**src/rtl/pulso_pkg.sv**
```systemverilog
// Shared types and constants for the pulso_gen pulse/delay timer.
package pulso_pkg;

    typedef enum logic [1:0] {
        IDLE  = 2'd0,
        DELAY = 2'd1,
        PULSE = 2'd2
    } pulso_state_t;

    localparam logic PULSO_ONESHOT  = 1'b0;
    localparam logic PULSO_PERIODIC = 1'b1;

endpackage

```
**src/rtl/pulso_cnt.sv**
```systemverilog
// Up-counter with synchronous clear and enable, flagging equality with a limit.
module pulso_cnt import pulso_pkg::*; #(
    parameter int WIDTH = 18
) (
    input  logic             clk,
    input  logic             rst_n,
    input  logic             clr,
    input  logic             en,
    input  logic [WIDTH-1:0] limit,
    output logic             hit
);

    logic [WIDTH-1:0] cnt_q, cnt_d;

    always_comb begin
        cnt_d = cnt_q;
        if (clr) begin
            cnt_d = '0;
        end else if (en) begin
            cnt_d = cnt_q + WIDTH'(1);
        end
    end

    always_ff @(posedge clk or negedge rst_n) begin
        if (!rst_n) begin
            cnt_q <= '0;
        end else begin
            cnt_q <= cnt_d;
        end
    end

    assign hit = (cnt_q == limit);

endmodule

```
**src/rtl/pulso_gen.sv**
```systemverilog
// Programmable delay-then-pulse timer with one-shot/periodic modes, retrigger and abort.
module pulso_gen import pulso_pkg::*; #(
    parameter int WIDTH     = 18,
    parameter int RETRIGGER = 1
) (
    input  logic             Clk,
    input  logic             Clr_n,
    input  logic             Start,
    input  logic             Stop,
    input  logic             Mode,
    input  logic [WIDTH-1:0] Delay,
    input  logic [WIDTH-1:0] Width,
    output logic             Mo,
    output logic             Busy,
    output logic             Done
);

    pulso_state_t     state_q, state_d;
    logic [WIDTH-1:0] delay_q, delay_d;
    logic [WIDTH-1:0] width_q, width_d;
    logic             mode_q, mode_d;
    logic             mo_q, mo_d, busy_q, busy_d, done_q, done_d;
    logic [WIDTH-1:0] limit;
    logic             cnt_clr, cnt_en, cnt_hit;
    logic             start_ok, pulse_end;

    assign start_ok  = Start && ((state_q == IDLE) || (RETRIGGER != 0));
    assign pulse_end = (state_q == PULSE) && cnt_hit;
    // One counter serves both phases; width_q is never 0 so width_q-1 cannot underflow.
    assign limit     = (state_q == PULSE) ? (width_q - WIDTH'(1)) : delay_q;

    pulso_cnt #(.WIDTH(WIDTH)) u_cnt (
        .clk   (Clk),
        .rst_n (Clr_n),
        .clr   (cnt_clr),
        .en    (cnt_en),
        .limit (limit),
        .hit   (cnt_hit)
    );

    always_ff @(posedge Clk or negedge Clr_n) begin
        if (!Clr_n) begin
            state_q <= IDLE;
            delay_q <= '0;
            width_q <= '0;
            mode_q  <= PULSO_ONESHOT;
            mo_q    <= 1'b0;
            busy_q  <= 1'b0;
            done_q  <= 1'b0;
        end else begin
            state_q <= state_d;
            delay_q <= delay_d;
            width_q <= width_d;
            mode_q  <= mode_d;
            mo_q    <= mo_d;
            busy_q  <= busy_d;
            done_q  <= done_d;
        end
    end

    // Stop outranks start/retrigger, which outranks normal sequencing.
    always_comb begin
        state_d = state_q;
        delay_d = delay_q;
        width_d = width_q;
        mode_d  = mode_q;
        cnt_clr = 1'b0;
        cnt_en  = 1'b0;
        if (Stop) begin
            state_d = IDLE;
            cnt_clr = 1'b1;
        end else if (start_ok) begin
            state_d = DELAY;
            cnt_clr = 1'b1;
            delay_d = Delay;
            width_d = (Width == '0) ? WIDTH'(1) : Width;
            mode_d  = Mode;
        end else begin
            case (state_q)
                DELAY: begin
                    if (cnt_hit) begin
                        state_d = PULSE;
                        cnt_clr = 1'b1;
                    end else begin
                        cnt_en = 1'b1;
                    end
                end
                PULSE: begin
                    if (cnt_hit) begin
                        state_d = (mode_q == PULSO_PERIODIC) ? DELAY : IDLE;
                        cnt_clr = 1'b1;
                    end else begin
                        cnt_en = 1'b1;
                    end
                end
                default: ;
            endcase
        end
    end

    always_comb begin
        mo_d   = (state_d == PULSE);
        busy_d = (state_d != IDLE);
        done_d = pulse_end && !Stop && !start_ok;
    end

    assign Mo   = mo_q;
    assign Busy = busy_q;
    assign Done = done_q;

endmodule

```
**config.mk**
```make
export PLATFORM = sky130hd
export DESIGN_NAME = pulso_gen
export DESIGN_NICKNAME = d
export VERILOG_FILES = /design/src/rtl/pulso_pkg.sv /design/src/rtl/pulso_cnt.sv /design/src/rtl/pulso_gen.sv
export SDC_FILE = /design/constraint.sdc
export NUM_CORES = 1
export LEC_CHECK = 0
export CAP_MARGIN = 20
export CORE_ASPECT_RATIO = 1.1
export CORE_MARGIN = 2
export CORE_UTILIZATION = 55
export CTS_BUF_LIST = sky130_fd_sc_hd__clkbuf_4 sky130_fd_sc_hd__clkbuf_8 sky130_fd_sc_hd__clkbuf_16
export CTS_CLUSTER_SIZE = 24
export DETAILED_ROUTE_END_ITERATION = 8
export GPL_TIMING_DRIVEN = 0
export PLACE_DENSITY = 0.81
export SYNTH_ARGS = -nofsm -noshare
export SYNTH_HDL_FRONTEND = slang
export SYNTH_SLANG_ARGS = --single-unit
```
**constraint.sdc**
```tcl
create_clock -name Clk -period 9 [get_ports Clk]
set_input_delay 0.9 -clock Clk [delete_from_list [all_inputs] [get_ports Clk]]
set_output_delay 0.9 -clock Clk [all_outputs]
set_load 0.005 [all_outputs]
```
### After elaboration in Yosys (flattened, before gate mapping)

Index checks and enable logic that the tools add are counted.

| cells by class | value |
|---|---|
| $add $sub $neg | 2 |
| eq/ne operators | 4 |
| mux-type cells | 18 |
| bitwise gates (word level) | 1 |
| reductions and logical operators | 10 |

Operator list:

| operator | count |
|---|---|
| 2-to-1 mux 18 bit | 4 |
| adder 18 x 1 -> 18 bit, second input constant | 1 |
| == test 18 bit | 1 |
| logical NOT 18 bit | 1 |
| subtractor 18 x 1 -> 18 bit, second input constant | 1 |
| 2-to-1 mux 1 bit | 9 |
| 2-to-1 mux 2 bit | 4 |
| == test 2 bit, second input constant | 2 |
| one-hot mux 2 bit (2 select lines) | 1 |
| nonzero test 2 bit | 2 |
| logical AND 1 bit | 3 |
| == test 2 x 1 -> 1 bit, second input constant | 1 |
| logical NOT 1 bit | 2 |
| AND reduction 2 bit | 1 |
| OR reduction 2 bit | 1 |
| inverter 1 bit | 1 |

| storage, ports and cells | value |
|---|---|
| bits in registers | 60 |
| input port bits | 41 |
| output and inout bits | 3 |
| word-level logic and storage cells | 43 |

### Longest topological paths before layout

Gate-level depths: netlist of run 1.

| logic depth | value |
|---|---|
| depth in word-level cells | 9 |
| depth in mapped cells | 12 |
| depth with buffers taken out | 10 |

### Hierarchy

A second synthesis of run 1 with hierarchy kept.

| unflattened totals | value |
|---|---|
| cells, all modules | 318 |
| area, all modules | 3308.2 µm² |

Modules (own cells, without submodules):

| module | instances | cells each | area an instance (µm²) | sequential area each (µm²) |
|---|---|---|---|---|
| pulso_gen | 1 | 199 | 2177.1 | 1051.0 |
| pulso_cnt | 1 | 119 | 1131.1 | 450.4 |

### Least setup slack after synthesis of run 1

Ideal clock, no wire load.

| path | value |
|---|---|
| path kind | register to register |
| start | register width_q[0] |
| end | register mo_q (netlist: Mo) |
| library setup time | 128 ps |
| arrival time | 2810 ps |
| data required time | 8872 ps |
| path slack | 6061 ps |
| cell stages (with the launch flop) | 12 |
| buffers on the path | 1 |
| clock period less this slack | 2939 ps |
| path through | dfrtp_1 inv_1 ha_1 or4b_1 clkbuf_2 o221ai_1 a311o_1 or4_4 o31ai_2 nand4_1 mux2_4 nor3b_1 |

| between the ends | value |
|---|---|
| longest elaborated chain between the ends | 8 |
| elaborated cells on any way between the ends | 9 |
| classes of those cells | 1 x add/sub; 2 x eq/ne; 6 x mux |

RTL lines:

| item | RTL line | RTL |
|---|---|---|
| start, declared | pulso_gen.sv:20 | `logic [WIDTH-1:0] width_q, width_d;` |
| start signal, assigned | pulso_gen.sv:53 | `width_q <= width_d;` |
| subtractor 18 x 1 -> 18 bit (*) | pulso_gen.sv:30 | `assign limit = (state_q == PULSE) ? (width_q - WIDTH'(1)) : delay_q;` |
| 2-to-1 mux 18 bit (*) | pulso_gen.sv:30 |  |
| == test 18 bit (*) | pulso_cnt.sv:32 | `assign hit = (cnt_q == limit);` |
| 2-to-1 mux 2 bit, on equally long branches | pulso_gen.sv:89, pulso_gen.sv:81 |  |
| one-hot mux 2 bit (2 select lines) (*) | pulso_gen.sv:79 | `case (state_q)` |
| 2-to-1 mux 2 bit (*) | pulso_gen.sv:72 | `end else if (start_ok) begin` |
| 2-to-1 mux 2 bit (*) | pulso_gen.sv:69 | `if (Stop) begin` |
| == test 2 bit (*) | pulso_gen.sv:102 | `mo_d = (state_d == PULSE);` |
| via mo_d | pulso_gen.sv:22 | `logic mo_q, mo_d, busy_q, busy_d, done_q, done_d;` |
| end signal, assigned | pulso_gen.sv:55 | `mo_q <= mo_d;` |
| end, declared | pulso_gen.sv:22 |  |

The timed path passes the listed nets; every way through them passes the cells marked *.
A chain may end at the register's enable or synchronous reset.

### Worst setup path after layout of run 1

| path | value |
|---|---|
| start | register width_q[0] |
| end | register u_cnt.cnt_q[13] |

| between the ends | value |
|---|---|
| longest elaborated chain between the ends | 8 |
| elaborated cells on any way between the ends | 13 |
| classes of those cells | 1 x add/sub; 1 x eq/ne; 10 x mux; 1 x reduce/logical |

RTL lines:

| item | RTL line | RTL |
|---|---|---|
| subtractor 18 x 1 -> 18 bit (*) | pulso_gen.sv:30 |  |
| 2-to-1 mux 18 bit (*) | pulso_gen.sv:30 |  |
| == test 18 bit (*) | pulso_cnt.sv:32 |  |
| 2-to-1 mux 1 bit | pulso_gen.sv:81, pulso_gen.sv:89 |  |
| 2-to-1 mux 1 bit | - |  |
| 2-to-1 mux 1 bit | pulso_gen.sv:72 |  |
| 2-to-1 mux 1 bit | pulso_gen.sv:69 |  |
| 2-to-1 mux 18 bit / nonzero test 2 bit (equally long branches) | - |  |
| end signal, assigned | pulso_cnt.sv:28 | `cnt_q <= cnt_d;` |
| end, declared | pulso_cnt.sv:13 | `logic [WIDTH-1:0] cnt_q, cnt_d;` |

Every way passes the cells marked *; elsewhere a longest branch is shown, timed or not.

==> results of run 1 <==
==> Yosys cell counts, types with 5 or more instances <==
cell type  count  area, sq um
a21oi_1       14         70.1
and3_1         5         31.3
clkbuf_1      14         52.6
dfrtp_1       60         1500
inv_1         10         37.5
mux2_2        34          383
nand2_1       20         75.1
nand2b_1       6         37.5
nand3_1       13         65.1
nand4_1        6         37.5
nor2_1        33          124
nor4_1        10         62.6
o21ai_0       11         55.1
xnor2_1       27          236
xor2_1        20          175
==> critical path, delay by kind of cell (launching register included) <==
family	cells	cell delay, ns
buffers and inverters	3	0.50
adder cells (fa/ha/maj)	1	0.27
AND/OR/NAND/NOR	6	1.47
flip-flops	1	0.45
AO/OA/AOI/OAI	2	0.75
==> routing by layer <==
metal / track usage / wire length (um)
met4: 0.102 / 198
met2: 0.429 / 4210
met1: 0.344 / 3580
met3: 0.0653 / 468
met5: 0 / 0
==> final timing paths <==
path                                    to  slack, ns  startpoint
hold / removal                      mode_q       0.51      mode_q
max in group asynchronous   u_cnt.cnt_q[8]       7.89       Clr_n
setup reg to reg           u_cnt.cnt_q[13]       5.45  width_q[0]
min in group asynchronous      width_q[16]       0.53       Clr_n
setup / recovery           u_cnt.cnt_q[13]       5.45  width_q[0]
hold reg to reg                     mode_q       0.51      mode_q
==> state kept, by name, summed over array words and instances, names as in the netlist <==
signal / cells
delay_q: 18
u_cnt.cnt_q: 18
width_q: 18
state_q: 2
Busy: 1
Done: 1
Mo: 1
mode_q: 1
==> cells by family after synthesis <==
group,Yosys count,share of synthesized area
fa+ha+maj,4,0.0140
compound gates,55,0.107
mux,36,0.114
buf+inv,32,0.0434
simple gates,122,0.187
xor+xnor,47,0.115
flops,60,0.420
==> layout make-up <==
class | instances | share of cell area
Sequential cell | 60 | 0.345
Timing Repair Buffer | 44 | 0.102
Multi-Input combinational cell | 264 | 0.442
Tap cell | 80 | 0.0230
Buffer | 22 | 0.0271
Clock buffer | 11 | 0.0348
Clock inverter | 4 | 0.0167
Inverter | 10 | 0.00864
==> power groups by stage <==
stage          Clock [mW]  Combinational [mW]  Sequential, mW
3_3_place_gp            0               0.134           0.321
4_1_cts             0.278               0.141           0.318
6_report            0.272               0.141           0.318
3_5_place_dp            0               0.139           0.323
5_1_grt             0.292               0.154           0.320
2_1_floorplan           0              0.0934           0.316
==> through the flow <==
| step | hold slack [ns] | worst slack (ns) | utilization |
|---|---|---|---|
| 2_1_floorplan | 0.481 | 6.06 | - |
| 3_3_place_gp | 0.493 | 5.15 | 0.659 |
| 3_5_place_dp | 0.505 | 5.48 | 0.662 |
| 4_1_cts | 0.521 | 5.46 | 0.698 |
| 5_1_grt | 0.532 | 5.26 | 0.698 |
| 6_report | 0.514 | 5.45 | 0.698 |
==> reports/qor_table.md, run 1 <==
| Item | Reported |
|---|---|
| Result of the run | finished clean |
| Synthesized Nets | 401 |
| Reg2reg path depth | 12 |
| Width of the die | 80.9 um |
| Most common cell after layout, fill and taps aside | dfrtp_1 |
| RSZ-0062 raised after global routing | false |
| Total routed wirelength | 8.46 mm |
| DR DRC count | 0 |
| Longest Clk Path Bufs | 2 |
| Area of the multi-input gates | 0.00192 sq mm |
| Placer congestion estimate | 0.918 |
| Initial Util | 0.574 |
| Combined flip-flop and latch cell area | 0.00150 sq mm |
| Layout Cell Area excl Fill | 0.00435 sq mm |
| Dpl cells | 480 |
| Number of buffers added by the clock tree synthesis step | 9 |
| Synthesis Warnings | 0 |
| Clock slew at reported path FFs | 0.07 ns |
| Design internal power | 537 uW |
| Total grt overflow | 0 |
| Async S/R FF share, synth | 1.00 |
| Number of core rows | 30 |
| Sequential element share of the synthesized area | 0.420 |
| Category of the most critical setup path | register to register |
| Number of H-tree levels | 3 |
| Inserted Diodes | 0 |
| Maximum achievable frequency | 282 MHz |
| Synthesis-to-finish area growth | 21.5% |
| Worst hold path stage count | 1 |
| Total of endpoints with negative setup slack in the final report | 0 |
| Total of flip-flops plus latches after synthesis | 60 |
| Top library cells by usage in the layout, fill and taps aside | dfrtp_1 (60), clkdlybuf4s50_1 (42), mux2_2 (34) |
| Critical path's slowest cell | a2111oi_0 |
| Post-route total power | 731 uW |
| Combinational share of power | 0.193 |
| Layout cells sized above 1 | 0.173 |
| Worst slew margin relative to its limit | 0.447 |
| Area inside the core boundary | 0.00623 sq mm |
| Wire length per cell | 17.1 um |
| Sw Share | 0.265 |
| Starting DRC count in detailed routing | 342 |
| Post-Syn Area | 0.00358 sq mm |
| Global-route wire length before repair | 14.2 mm |
| Overall via count from detail_route | 2906 |
| Post-synth cell types | 58 |
| Leakage power figure | 1.71 nW |
| TritonCTS clock tree | yes |
| Remaining antenna violation count | 0 |
| Number of sinks on the clock net | 60 |
| Shortest clock period the worst path allows after layout | 3.55 ns |
| Largest net degree at the start of global routing | 41 |
| Cell chosen for the clock root | clkbuf_8 |
| Number of global-route vias before repair | 2907 |
| Final instance count without filler cells | 495 |
| Maximum fanout encountered on the critical timing path | 10 |
| Most frequent CP cell | nand4_1 |
| WP data required | 9.22 ns |
| DP HPWL | 6.28 mm |
| Classification of the worst-slack hold path | register to register |
| Startpoint types | register |
| Power Dens Cells | 168 mW/mm^2 |
| Via-per-instance ratio | 5.87 |
| Count of pins over their slew limit | 0 |
| Delay of the slowest critical-path stage | 0.64 ns |
| Final Cycle Share | 0.395 |
| Hold-fix buffers, CTS | 0 |
| Critical path arrival | 3.77 ns |
| Total negative slack for setup checks | 0 ns |
| Number of antenna violations at the first check in global routing | 0 |
| Critical path capture point type | register |
| Post-Syn Instances | 356 |
| Post-cts repair resize count | 0 |
| Clock skew | 0.00823 ns |
| Fill cells | 496 |
| Net count, final | 456 |
| Clk Latency, worst-skew pair | 0.34 ns |
| Number of setup buffers added after CTS | 0 |
| Transition time at the pin with the least slew margin | 0.818 ns |
| Peak supply drop | 125 uV |
| Max cap viols | 0 |
| Clock network power share | 0.372 |
| Global routing usage summed across all routing layers | 0.265 |
| Syn_area_per_cell | 10.0 sq um |
| Net switching power figure | 194 uW |
| Placed inst area | 0.00412 sq mm |
| Cell-by-cell trace of the critical path | inv_1 > ha_1 > or4b_1 > clkbuf_2 > o41ai_1 > a2111oi_0 > nand4_1 > nor4_1 > nand4_1 > nand2_1 > buf_4 > nor2_1 |
| Vertical die dimension | 88.6 um |
| Ys flop type | dfrtp_1 |
| Die ar. | 0.00717 sq mm |
| Register share of total power | 0.434 |
| Count of flip-flops with a built-in enable after synthesis | 0 |
| Number of hold violations in the final report | 0 |
| Port Buffers | 43 |
| Number of I/O pins | 44 |
| Number of detailed-routing iterations run before antenna repair | 4 |
Power figures use the tool's default switching activity.
==> run 2, diff against run 1 <==
--- a/config.mk
+++ b/config.mk
@@ -8,12 +8,12 @@
 export CAP_MARGIN = 20
 export CORE_ASPECT_RATIO = 1.1
 export CORE_MARGIN = 2
-export CORE_UTILIZATION = 55
+export CORE_UTILIZATION = 51
 export CTS_BUF_LIST = sky130_fd_sc_hd__clkbuf_4 sky130_fd_sc_hd__clkbuf_8 sky130_fd_sc_hd__clkbuf_16
 export CTS_CLUSTER_SIZE = 24
 export DETAILED_ROUTE_END_ITERATION = 8
 export GPL_TIMING_DRIVEN = 0
-export PLACE_DENSITY = 0.81
+export PLACE_DENSITY = 0.79
 export SYNTH_ARGS = -nofsm -noshare
 export SYNTH_HDL_FRONTEND = slang
 export SYNTH_SLANG_ARGS = --single-unit
==> constraint.sdc (replaced) <==
create_clock -name Clk -period 3.2 [get_ports Clk]
set_input_delay 0.32 -clock Clk [delete_from_list [all_inputs] [get_ports Clk]]
set_output_delay 0.32 -clock Clk [all_outputs]
set_load 0.005 [all_outputs]
==> reports/qor_table.md, run 2 (synthesis results as in run 1) <==
| Item | Reported |
|---|---|
| Result of the run | finished clean |
| Initial Util | 0.519 |
| Longest Clk Path Bufs | 2 |
| Most frequent CP cell | nand4_1 |
| Largest registers ranked by flip-flop count | delay_q: 18 flops, u_cnt.cnt_q: 18 flops, width_q: 18 flops |
| Placer congestion estimate | 0.915 |
| Area inside the core boundary | 0.00689 sq mm |
| Clock skew | 0.0109 ns |
| Number of global-route vias before repair | 2995 |
| Maximum fanout encountered on the critical timing path | 4 |
| Total of endpoints with negative setup slack in the final report | 0 |
| Cell-by-cell trace of the critical path | inv_1 > ha_1 > or4_1 > a2111oi_4 > nand4_1 > nor4_4 > nand4_1 > mux2_4 > nor3b_1 |
| Min setup slack post-route | 0.147 ns |
| Via-per-instance ratio | 5.83 |
| Number of buffers added by the clock tree synthesis step | 9 |
| Most common cell after layout, fill and taps aside | dfrtp_1 |
| Delay of the slowest critical-path stage | 0.62 ns |
| Clk Latency, worst-skew pair | 0.35 ns |
| Share of the core filled with cells in the final layout | 0.648 |
| Startpoint types | register |
| Layout cells sized above 1 | 0.216 |
| Final Cycle Share | 0.954 |
| DP HPWL | 6.39 mm |
| Placement Setup Slack | -0.223 ns |
| Layout Cell Area excl Fill | 0.00446 sq mm |
| Largest net degree at the start of global routing | 42 |
| Vertical die dimension | 91.8 um |
| Placed inst area | 0.00413 sq mm |
| Count of pins over their slew limit | 0 |
| Number of I/O pins | 44 |
| Worst setup endpoint | Mo |
| TritonCTS clock tree | yes |
| Leakage power figure | 1.74 nW |
| Remaining antenna violation count | 0 |
| Reg2reg path depth | 9 |
| Total routed wirelength | 8.75 mm |
| Wire length per cell | 17.3 um |
| Cell chosen for the clock root | clkbuf_8 |
| Overall via count from detail_route | 2956 |
| Critical path's slowest cell | or4_1 |
| DR DRC count | 0 |
| Number of core rows | 32 |
| Synthesis-to-finish area growth | 24.8% |
| Global-route wire length before repair | 14.7 mm |
| Register-to-register path setup slack | 0.15 ns |
| Transition time at the pin with the least slew margin | 0.610 ns |
| Max cap viols | 0 |
| Worst slew margin relative to its limit | 0.588 |
| Top library cells by usage in the layout, fill and taps aside | dfrtp_1 (59), clkdlybuf4s50_1 (42), mux2_2 (34) |
| Net count, final | 462 |
| Global routing usage summed across all routing layers | 0.241 |
| Crit Reg-Reg Startpoint | state_q[0] |
| Post-route total power | 1.96 mW |
| Power Dens Cells | 440 mW/mm^2 |
| Starting DRC count in detailed routing | 318 |
| WP data required | 3.42 ns |
| Category of the most critical setup path | register to register |
| Shortest clock period the worst path allows after layout | 3.05 ns |
| Clock slew at reported path FFs | 0.07 ns |
| Peak supply drop | 330 uV |
| Critical path arrival | 3.28 ns |
| Number of antenna violations at the first check in global routing | 0 |
| RSZ-0062 raised after global routing | false |
| Total grt overflow | 0 |
| Number of detailed-routing iterations run before antenna repair | 4 |
| Die ar. | 0.00770 sq mm |
| Number of hold violations in the final report | 0 |
| Number of sinks on the clock net | 60 |
| Critical path capture point type | register |
| Port Buffers | 43 |
| Classification of the worst-slack hold path | primary input to asynchronous set/reset pin |
| Width of the die | 83.9 um |
| Inserted Diodes | 0 |
| Endpoint of the lowest-slack register-to-register path | Mo |
| Start point of the critical path | state_q[0] |
| Maximum achievable frequency | 328 MHz |
| Number of H-tree levels | 3 |
## run 2: critical path: cells and delay by family, from the launching register on
kind	cells	cell delay (ns)
compound gates	1	0.35
mux	1	0.37
simple gates	5	1.50
buf+inv	1	0.06
fa+ha+maj	1	0.26
flops	1	0.39
## run 2: final cells by class
cell class              instances  area (sq um)
plain buffers                  22           120
clock buffers                  12           165
clock inverters                 4          22.5
fillers                       555          2420
inverters                      10          37.5
multi-input cells             264          2020
flip-flops and latches         60          1500
well taps                      85           106
repair buffers                 50           493
## run 2: metrics by stage
stage	cells	setup TNS [ns]	hold slack, ns
6_report	507	0	0.470
5_1_grt	507	0	0.508
4_1_cts	503	0	0.472
3_5_place_dp	485	-2.72	0.305
3_3_place_gp	484	-6.64	0.501
2_1_floorplan	356	0	0.0244
## run 2: report_power, final
| part | leakage (nW) | switching, mW | internal, mW |
|---|---|---|---|
| clock network | 0.0982 | 0.301 | 0.340 |
| logic | 0.888 | 0.208 | 0.222 |
| registers | 0.753 | 0.0613 | 0.830 |
## run 2: repair_timing
item	4_1_cts	5_1_grt
endpoints found under the setup margin	19	14
gates resized for setup	8	15
pin swaps	1	6
endpoints found under the hold margin	19	0
hold buffers	1	0
setup buffers	1	4
## run 2: how the worst min path moves through the flow
stage / cells past startpoint / slack [ns] / to
after floorplan: 0 / 0.02 / Busy
after global placement: 1 / 0.50 / mode_q
after detailed placement: 1 / 0.31 / width_q[13]
after CTS: 2 / 0.47 / width_q[11]
after global routing: 2 / 0.51 / width_q[10]
final: 2 / 0.47 / width_q[11]
## run 2: routing by layer
metal	wire length, um	up-vias	global-route usage
li1	-	1392	-
met1	3680	1466	0.314
met2	4410	79	0.398
met3	406	19	0.0396
met4	248	0	0.108
met5	0	-	0
